## src/rtl/four_phase_sequencer.sv

```systemverilog
// Four-phase clock sequencer: drives one-hot phase pulses p0..p3 with a
// programmable pulse width and inter-phase gap, in burst or free-run mode.
module four_phase_sequencer #(
    parameter int unsigned WIDTH_W = 8,
    parameter int unsigned CNT_W   = 16
) (
    input  logic               CLK,
    input  logic               RST_N,
    input  logic               start,
    input  logic               stop,
    input  logic               mode_burst,
    input  logic [CNT_W-1:0]   burst_len,
    input  logic [WIDTH_W-1:0] ph_width,
    input  logic [WIDTH_W-1:0] gap_len,
    output logic               p0,
    output logic               p1,
    output logic               p2,
    output logic               p3,
    output logic               busy,
    output logic               done,
    output logic [CNT_W-1:0]   cycle_cnt
);

    localparam logic [WIDTH_W-1:0] W_ONE = WIDTH_W'(1);
    localparam logic [CNT_W-1:0]   C_ONE = CNT_W'(1);

    typedef enum logic [1:0] {
        IDLE,
        PHASE,
        GAP
    } state_t;

    state_t             state;
    logic [1:0]         idx;
    logic [WIDTH_W-1:0] cnt;
    logic [WIDTH_W-1:0] width_sh;
    logic [WIDTH_W-1:0] gap_sh;
    logic [CNT_W-1:0]   burst_sh;
    logic               mode_sh;
    logic               stop_lat;
    logic [3:0]         phase_q;

    logic [WIDTH_W-1:0] width_in;
    logic [CNT_W-1:0]   burst_in;
    logic [CNT_W-1:0]   cnt_next;
    logic               cycle_end;
    logic               finish;

    function automatic logic [3:0] onehot(input logic [1:0] k);
        logic [3:0] v;
        v = '0;
        case (k)
            2'd0:    v = 4'b0001;
            2'd1:    v = 4'b0010;
            2'd2:    v = 4'b0100;
            default: v = 4'b1000;
        endcase
        return v;
    endfunction

    // Effective config values and cycle-end / termination decode
    always_comb begin
        width_in  = (ph_width == '0) ? W_ONE : ph_width;
        burst_in  = (burst_len == '0) ? C_ONE : burst_len;
        cnt_next  = cycle_cnt + C_ONE;
        cycle_end = (state != IDLE) && (cnt == '0) && (idx == 2'd3) &&
                    ((state == GAP) || (gap_sh == '0));
        // A stop arriving in the cycle-end cycle itself still terminates here
        finish    = (mode_sh && (cnt_next == burst_sh)) || stop_lat || stop;
    end

    // Sequencer FSM with registered phase, busy, done and cycle count outputs
    always_ff @(posedge CLK or negedge RST_N) begin
        if (!RST_N) begin
            state     <= IDLE;
            idx       <= '0;
            cnt       <= '0;
            width_sh  <= W_ONE;
            gap_sh    <= '0;
            burst_sh  <= C_ONE;
            mode_sh   <= 1'b0;
            stop_lat  <= 1'b0;
            phase_q   <= '0;
            busy      <= 1'b0;
            done      <= 1'b0;
            cycle_cnt <= '0;
        end else begin
            done <= 1'b0;
            case (state)
                IDLE: begin
                    if (start) begin
                        width_sh  <= width_in;
                        gap_sh    <= gap_len;
                        burst_sh  <= burst_in;
                        mode_sh   <= mode_burst;
                        stop_lat  <= 1'b0;
                        state     <= PHASE;
                        idx       <= 2'd0;
                        cnt       <= width_in - W_ONE;
                        phase_q   <= 4'b0001;
                        busy      <= 1'b1;
                        cycle_cnt <= '0;
                    end
                end
                PHASE, GAP: begin
                    if (stop) begin
                        stop_lat <= 1'b1;
                    end
                    if (cycle_end) begin
                        cycle_cnt <= cnt_next;
                        if (finish) begin
                            state    <= IDLE;
                            idx      <= 2'd0;
                            busy     <= 1'b0;
                            done     <= 1'b1;
                            phase_q  <= '0;
                            stop_lat <= 1'b0;
                        end else begin
                            state   <= PHASE;
                            idx     <= 2'd0;
                            cnt     <= width_sh - W_ONE;
                            phase_q <= 4'b0001;
                        end
                    end else if (cnt != '0) begin
                        cnt <= cnt - W_ONE;
                    end else if ((state == PHASE) && (gap_sh != '0)) begin
                        state   <= GAP;
                        cnt     <= gap_sh - W_ONE;
                        phase_q <= '0;
                    end else begin
                        state   <= PHASE;
                        idx     <= idx + 2'd1;
                        cnt     <= width_sh - W_ONE;
                        phase_q <= onehot(idx + 2'd1);
                    end
                end
                default: begin
                    state   <= IDLE;
                    phase_q <= '0;
                    busy    <= 1'b0;
                end
            endcase
        end
    end

    assign p0 = phase_q[0];
    assign p1 = phase_q[1];
    assign p2 = phase_q[2];
    assign p3 = phase_q[3];

endmodule

```

## config.mk

```make
export PLATFORM = sky130hd
export DESIGN_NAME = four_phase_sequencer
export DESIGN_NICKNAME = d
export VERILOG_FILES = /design/src/rtl/four_phase_sequencer.sv
export SDC_FILE = /design/constraint.sdc
export NUM_CORES = 1
export LEC_CHECK = 0
export ABC_AREA = 1
export CORE_ASPECT_RATIO = 1.1
export CORE_UTILIZATION = 45
export CTS_CLUSTER_DIAMETER = 100
export CTS_CLUSTER_SIZE = 24
export DETAILED_ROUTE_END_ITERATION = 8
export GPL_TIMING_DRIVEN = 0
export PLACE_DENSITY = 0.77
export SYNTH_ARGS = -nofsm -noshare
export SYNTH_HDL_FRONTEND = slang
export SYNTH_SLANG_ARGS = --single-unit
```

## constraint.sdc

```tcl
create_clock -name CLK -period 4.4 [get_ports CLK]
set_input_delay 0.44 -clock CLK [delete_from_list [all_inputs] [get_ports CLK]]
set_output_delay 0.44 -clock CLK [all_outputs]
set_load 0.05 [all_outputs]
```

# Word level (Yosys, flattened, before mapping)
# Index checks and enable logic that the tools add are counted.
# totals
word_cells,97
regBits,68
# classes
reduce_logical,26
n_eq_ne,12
add_sub_neg,6
n_mux,41
# ops
cell,n
16-bit two-way mux,3
8-bit two-way mux,6
16-bit case mux with 2 select lines,1
"8-bit by 1-bit subtractor with 8-bit output, second input constant",4
8-bit zero test,3
"16-bit by 1-bit adder with 16-bit output, second input constant",1
16-bit equality test,1
16-bit zero test,1
2-bit two-way mux,8
4-bit two-way mux,4
8-bit case mux with 2 select lines,1
8-bit nonzero test,2
1-bit two-way mux,12
4-bit case mux with 3 select lines,1
"3-bit != test, second input constant",3
3-bit AND reduction,3
2-bit case mux with 2 select lines,2
4-bit case mux with 2 select lines,1
"2-bit equality test, second input constant",3
"2-bit != test, second input constant",3
2-bit AND reduction,3
1-bit logical AND,5
"2-bit by 1-bit equality test with 1-bit output, second input constant",2
2-bit zero test,2
6 further kinds,10

# Longest topological paths before layout
# logic_depth
word_depth,8
depth_mapped,16

# Worst setup path after synthesis
# Ideal clock, no wire load.
# synth_path
path_kind,register -> register
from,reg cycle_cnt[0]
to,reg phase_q[0]
stages_incl_launch_ff,15
slack_ps,2195
required_time_ps,4282
arrival_time_ps,2087
period_less_slack_ps,2205
cell_sequence,dfrtp_1 -> ha_1 -> nand3_1 -> nor2_2 -> nand3_1 -> nand2_1 -> nand3_1 -> nand2_1 -> nand2_1 -> nor2_2 -> nand3_2 -> nand3_1 -> nand3_1 -> nand2_1 -> nand2_1
# synth_between
elab_chain_cells,8
# synth_rtl
item,line_no,rtl
"start, declared",21,output logic [CNT_W-1:0] cycle_cnt
"start signal, assigned",110,cycle_cnt <= cnt_next;
16-bit by 1-bit adder with 16-bit output,65,cnt_next = cycle_cnt + C_ONE;
16-bit equality test,69,finish = (mode_sh && (cnt_next == burst_sh)) || stop_lat || stop;
1-bit logical AND,69,
1-bit logical OR (2 in series),69,
1-bit two-way mux,111,if (finish) begin
4-bit two-way mux,109,if (cycle_end) begin
4-bit case mux with 2 select lines,89,case (state)
"end signal, assigned",134,phase_q <= onehot(idx + 2'd1);
"end, declared",41,logic [3:0] phase_q;
# No other way between the ends.
# A chain may end at the register's enable or synchronous reset.

# Final worst setup path
# layout_path
from,in ph_width[2]
to,reg cnt[6]
# layout_between
elab_chain_cells,5
# layout_rtl
item,line_no,rtl
"start, declared",13,"input logic [WIDTH_W-1:0] ph_width,"
8-bit zero test,63,width_in = (ph_width == '0) ? W_ONE : ph_width;
8-bit two-way mux (*),63,
8-bit by 1-bit subtractor with 8-bit output (*),99,cnt <= width_in - W_ONE;
8-bit two-way mux (*),91,if (start) begin
8-bit case mux with 2 select lines (*),89,
"end signal, assigned",99,
"end signal, assigned",121,cnt <= width_sh - W_ONE;
"end signal, assigned",125,cnt <= cnt - W_ONE;
"end, declared",35,logic [WIDTH_W-1:0] cnt;
# Every way passes the cells marked *; elsewhere a longest branch is shown, timed or not. The select of a mux whose other input is x is not followed.

==> qor.yml <==
timing:
  worstMarginPinSlew_ns: 0.870
  hold_violations: 0
  min_period_over_period_pct: 58.6
  setup_viol: 0
  tns_ns: 0
  max-slew-margin-rel_pct: 42.0
  rsz0062_at_grt: "false"
  drv_slew: 0
  min_period_ns: 2.58
  skew_ns: 0.0173
  timing.fmax_mhz: 388
  layout_setup_ws_ns: 1.82
global_route:
  grt_pass1_wl_um: 20500
  grt_max_degree: 69
  track_usage_pct: 25.0
  first_global_vias: 4357
  grt_remaining_overflow: 0
  antenna_found_initial: 0
finish:
  final_cell_mix: "205 x nand2_1, 66 x inv_1, 66 x dfrtp_1"
  syn2layout_area_growth_pct: 20.1
  final_net_count: 739
  mostFrequentLayoutCell: "nand2_1"
  post-route-util_pct: 56.4
  n_antenna_cell: 0
  drive_gt1_share_pct: 6.64
floorplanning:
  die_x_um: 96.7
  die_area_um2: 10300
  rows: 37
  io_pins: 59
  start_util_pct: 47.0
  die_y_um: 106
  core-area_um2: 9440
setup_path:
  crit_arrival_ns: 2.81
  r2r_slack_ns: 2.08
  cp-start-kind: "input pin"
  worstPathMaxFanout: 7
  critPathKind: "in -> reg"
  r2r_cells: 14
  reg2reg_to: "cnt[3]"
  worstPathRequired_ns: 4.63
  cp-end-kind: "flop"
  timing.rr.start: "cnt[0]"
cts:
  cts.sink_count: 68
  insertion_delay_ns: 0.35
  cts_resized: 0
  cts-buffers-inserted: 9
  cts-root-buf: "clkbuf_8"
  cts_setup_buffers: 0
  clockBufferDepth: 2
  cts-hold-fix-buffers: 0
  clkTransAtPathRegs_ns: 0.07
  cts_tree: "yes"
  htree_num_levels: 3
logic_synthesis:
  synthArstFlopShare_pct: 100
  seq_area_frac_synth_pct: 38.4
  synth_flop_cell: "dfrtp_1"
  syn_area_per_cell_um2: 7.17
  syn_inst: 619
  yosysUniqueCellTypes: 40
  synth_seq_cells: 68
  synth_nets: 670
  syn_area_um2: 4440
  yosysWarnings: 0
  synth_edf_count: 0
place:
  place_hpwl_um: 9240
  numPortBuffers: 58
  gp_congestion: 0.890
  place_ws_ns: 1.49
power:
  leakage_nw: 2.45
  vdd_drop_max_v: 0.000411
  power_density_nw_per_um2: 732
routing:
  routedWlPerCell_um: 15.0
  via_count: 4447
  drt_first_pass_iters: 5
  drcViolationCount: 0
  drtAntennaViolNets: 0
  drt-total-wl_um: 12200
  vias_per_cell: 5.49
  drtIter0Drc: 383
status:
  status: "complete, no violations"
hold_path:
  hold_path.class: "in -> async"
flow_run:
  maxCapViolations: 0
[cells in the mapped netlist (all sizes together), types with 2 or more instances]
| library cell | n | share of area [%] |
|---|---|---|
| clkbuf | 7 | 0.59 |
| o22ai | 2 | 0.28 |
| nor4 | 4 | 0.56 |
| o21bai | 2 | 0.34 |
| xor2 | 8 | 1.6 |
| dfstp | 2 | 1.2 |
| a21oi | 14 | 1.6 |
| ha | 14 | 3.9 |
| nand3 | 65 | 8.1 |
| buf | 6 | 0.76 |
| inv | 67 | 5.7 |
| dfrtp | 66 | 37 |
| nand2 | 211 | 19 |
| o211ai | 4 | 0.68 |
| nor3 | 4 | 0.45 |
| o31ai | 3 | 0.51 |
| o21ai | 58 | 6.6 |
| nand4 | 13 | 1.8 |
| xnor2 | 7 | 1.4 |
| clkinv | 3 | 0.37 |
| nand3b | 6 | 1.0 |
| nor2 | 48 | 5.1 |
[how the worst max path moves through the flow]
stage | start | to | slack (ns) | cells past startpoint
detailed placement | ph_width[2] | cnt[6] | 1.49 | 15
global route | ph_width[2] | cnt[6] | 1.58 | 15
global placement | RST_N | width_sh[6] | 0.60 | 1
CTS | ph_width[2] | cnt[6] | 1.84 | 15
finish | ph_width[2] | cnt[6] | 1.82 | 15
floorplan | cycle_cnt[0] | phase_q[0] | 2.20 | 14
[cells by family (layout without fill, tap and decap cells)]
kind of cell               Yosys count  in the layout  synth area share [%]
AOI/OAI and AO/OA                   87             87                  10.7
and+or+nand+nor                    352            352                  36.6
buffers and inverters               83            157                  7.39
adders and majority gates           14             14                  3.95
DFF                                 68             68                  38.4
xor gates and xnor gates            15             15                  2.96
[critical path, cell delays in order]
cell             delay [ns]
clkdlybuf4s50_1        0.50
inv_1                  0.10
nand2_1                0.10
nor3_1                 0.06
a31oi_1                0.46
ha_1                   0.29
inv_1                  0.06
nor2_1                 0.11
nand4_1                0.13
o21ai_0                0.17
a21oi_1                0.07
a21oi_1                0.12
nand2_1                0.07
nand3_1                0.08
nand2_1                0.05
[area by class of cell]
| class | instances | area, um2 |
|---|---|---|
| inverters | 70 | 268 |
| clock inverters | 5 | 27.5 |
| plain buffers | 13 | 60.1 |
| fillers | 903 | 4120 |
| multi-input cells | 468 | 2400 |
| well taps | 117 | 146 |
| repair buffers | 58 | 578 |
| clock buffers | 11 | 141 |
| flip-flops and latches | 68 | 1700 |
[where the power goes]
| part | leakage, nW | internal, W | total, W | switching (W) |
|---|---|---|---|---|
| registers | 0.867 | 0.000907 | 0.00118 | 0.000270 |
| logic | 1.50 | 0.000759 | 0.00226 | 0.00150 |
| clock network | 0.0889 | 0.000216 | 0.000462 | 0.000246 |
| total | 2.45 | 0.00188 | 0.00390 | 0.00202 |
[metal layers]
layer  GRT usage, %  wire length, um
met1           32.0             5350
met2           40.4             5630
met3           5.39              753
met4           11.8              439
met5              0                0
[sequential cells by signal (all words and copies together), names as in the netlist]
register,cells
phase_q,4
burst_sh,16
gap_sh,8
stop_lat,1
busy,1
idx,2
done,1
width_sh,8
mode_sh,1
cycle_cnt,16
state,2
cnt,8
[through the flow]
step,hold slack (ns),total power (W),instances,instance area (um2)
floorplan,0.144,0.00275,619,4440
global placement,0.473,0.00334,794,5160
CTS,0.241,0.00388,810,5330
detailed placement,0.483,0.00341,794,5160
global route,0.282,0.00422,810,5330
finish,0.211,0.00390,810,5330
Note: power is estimated with default switching activity, not from simulation.
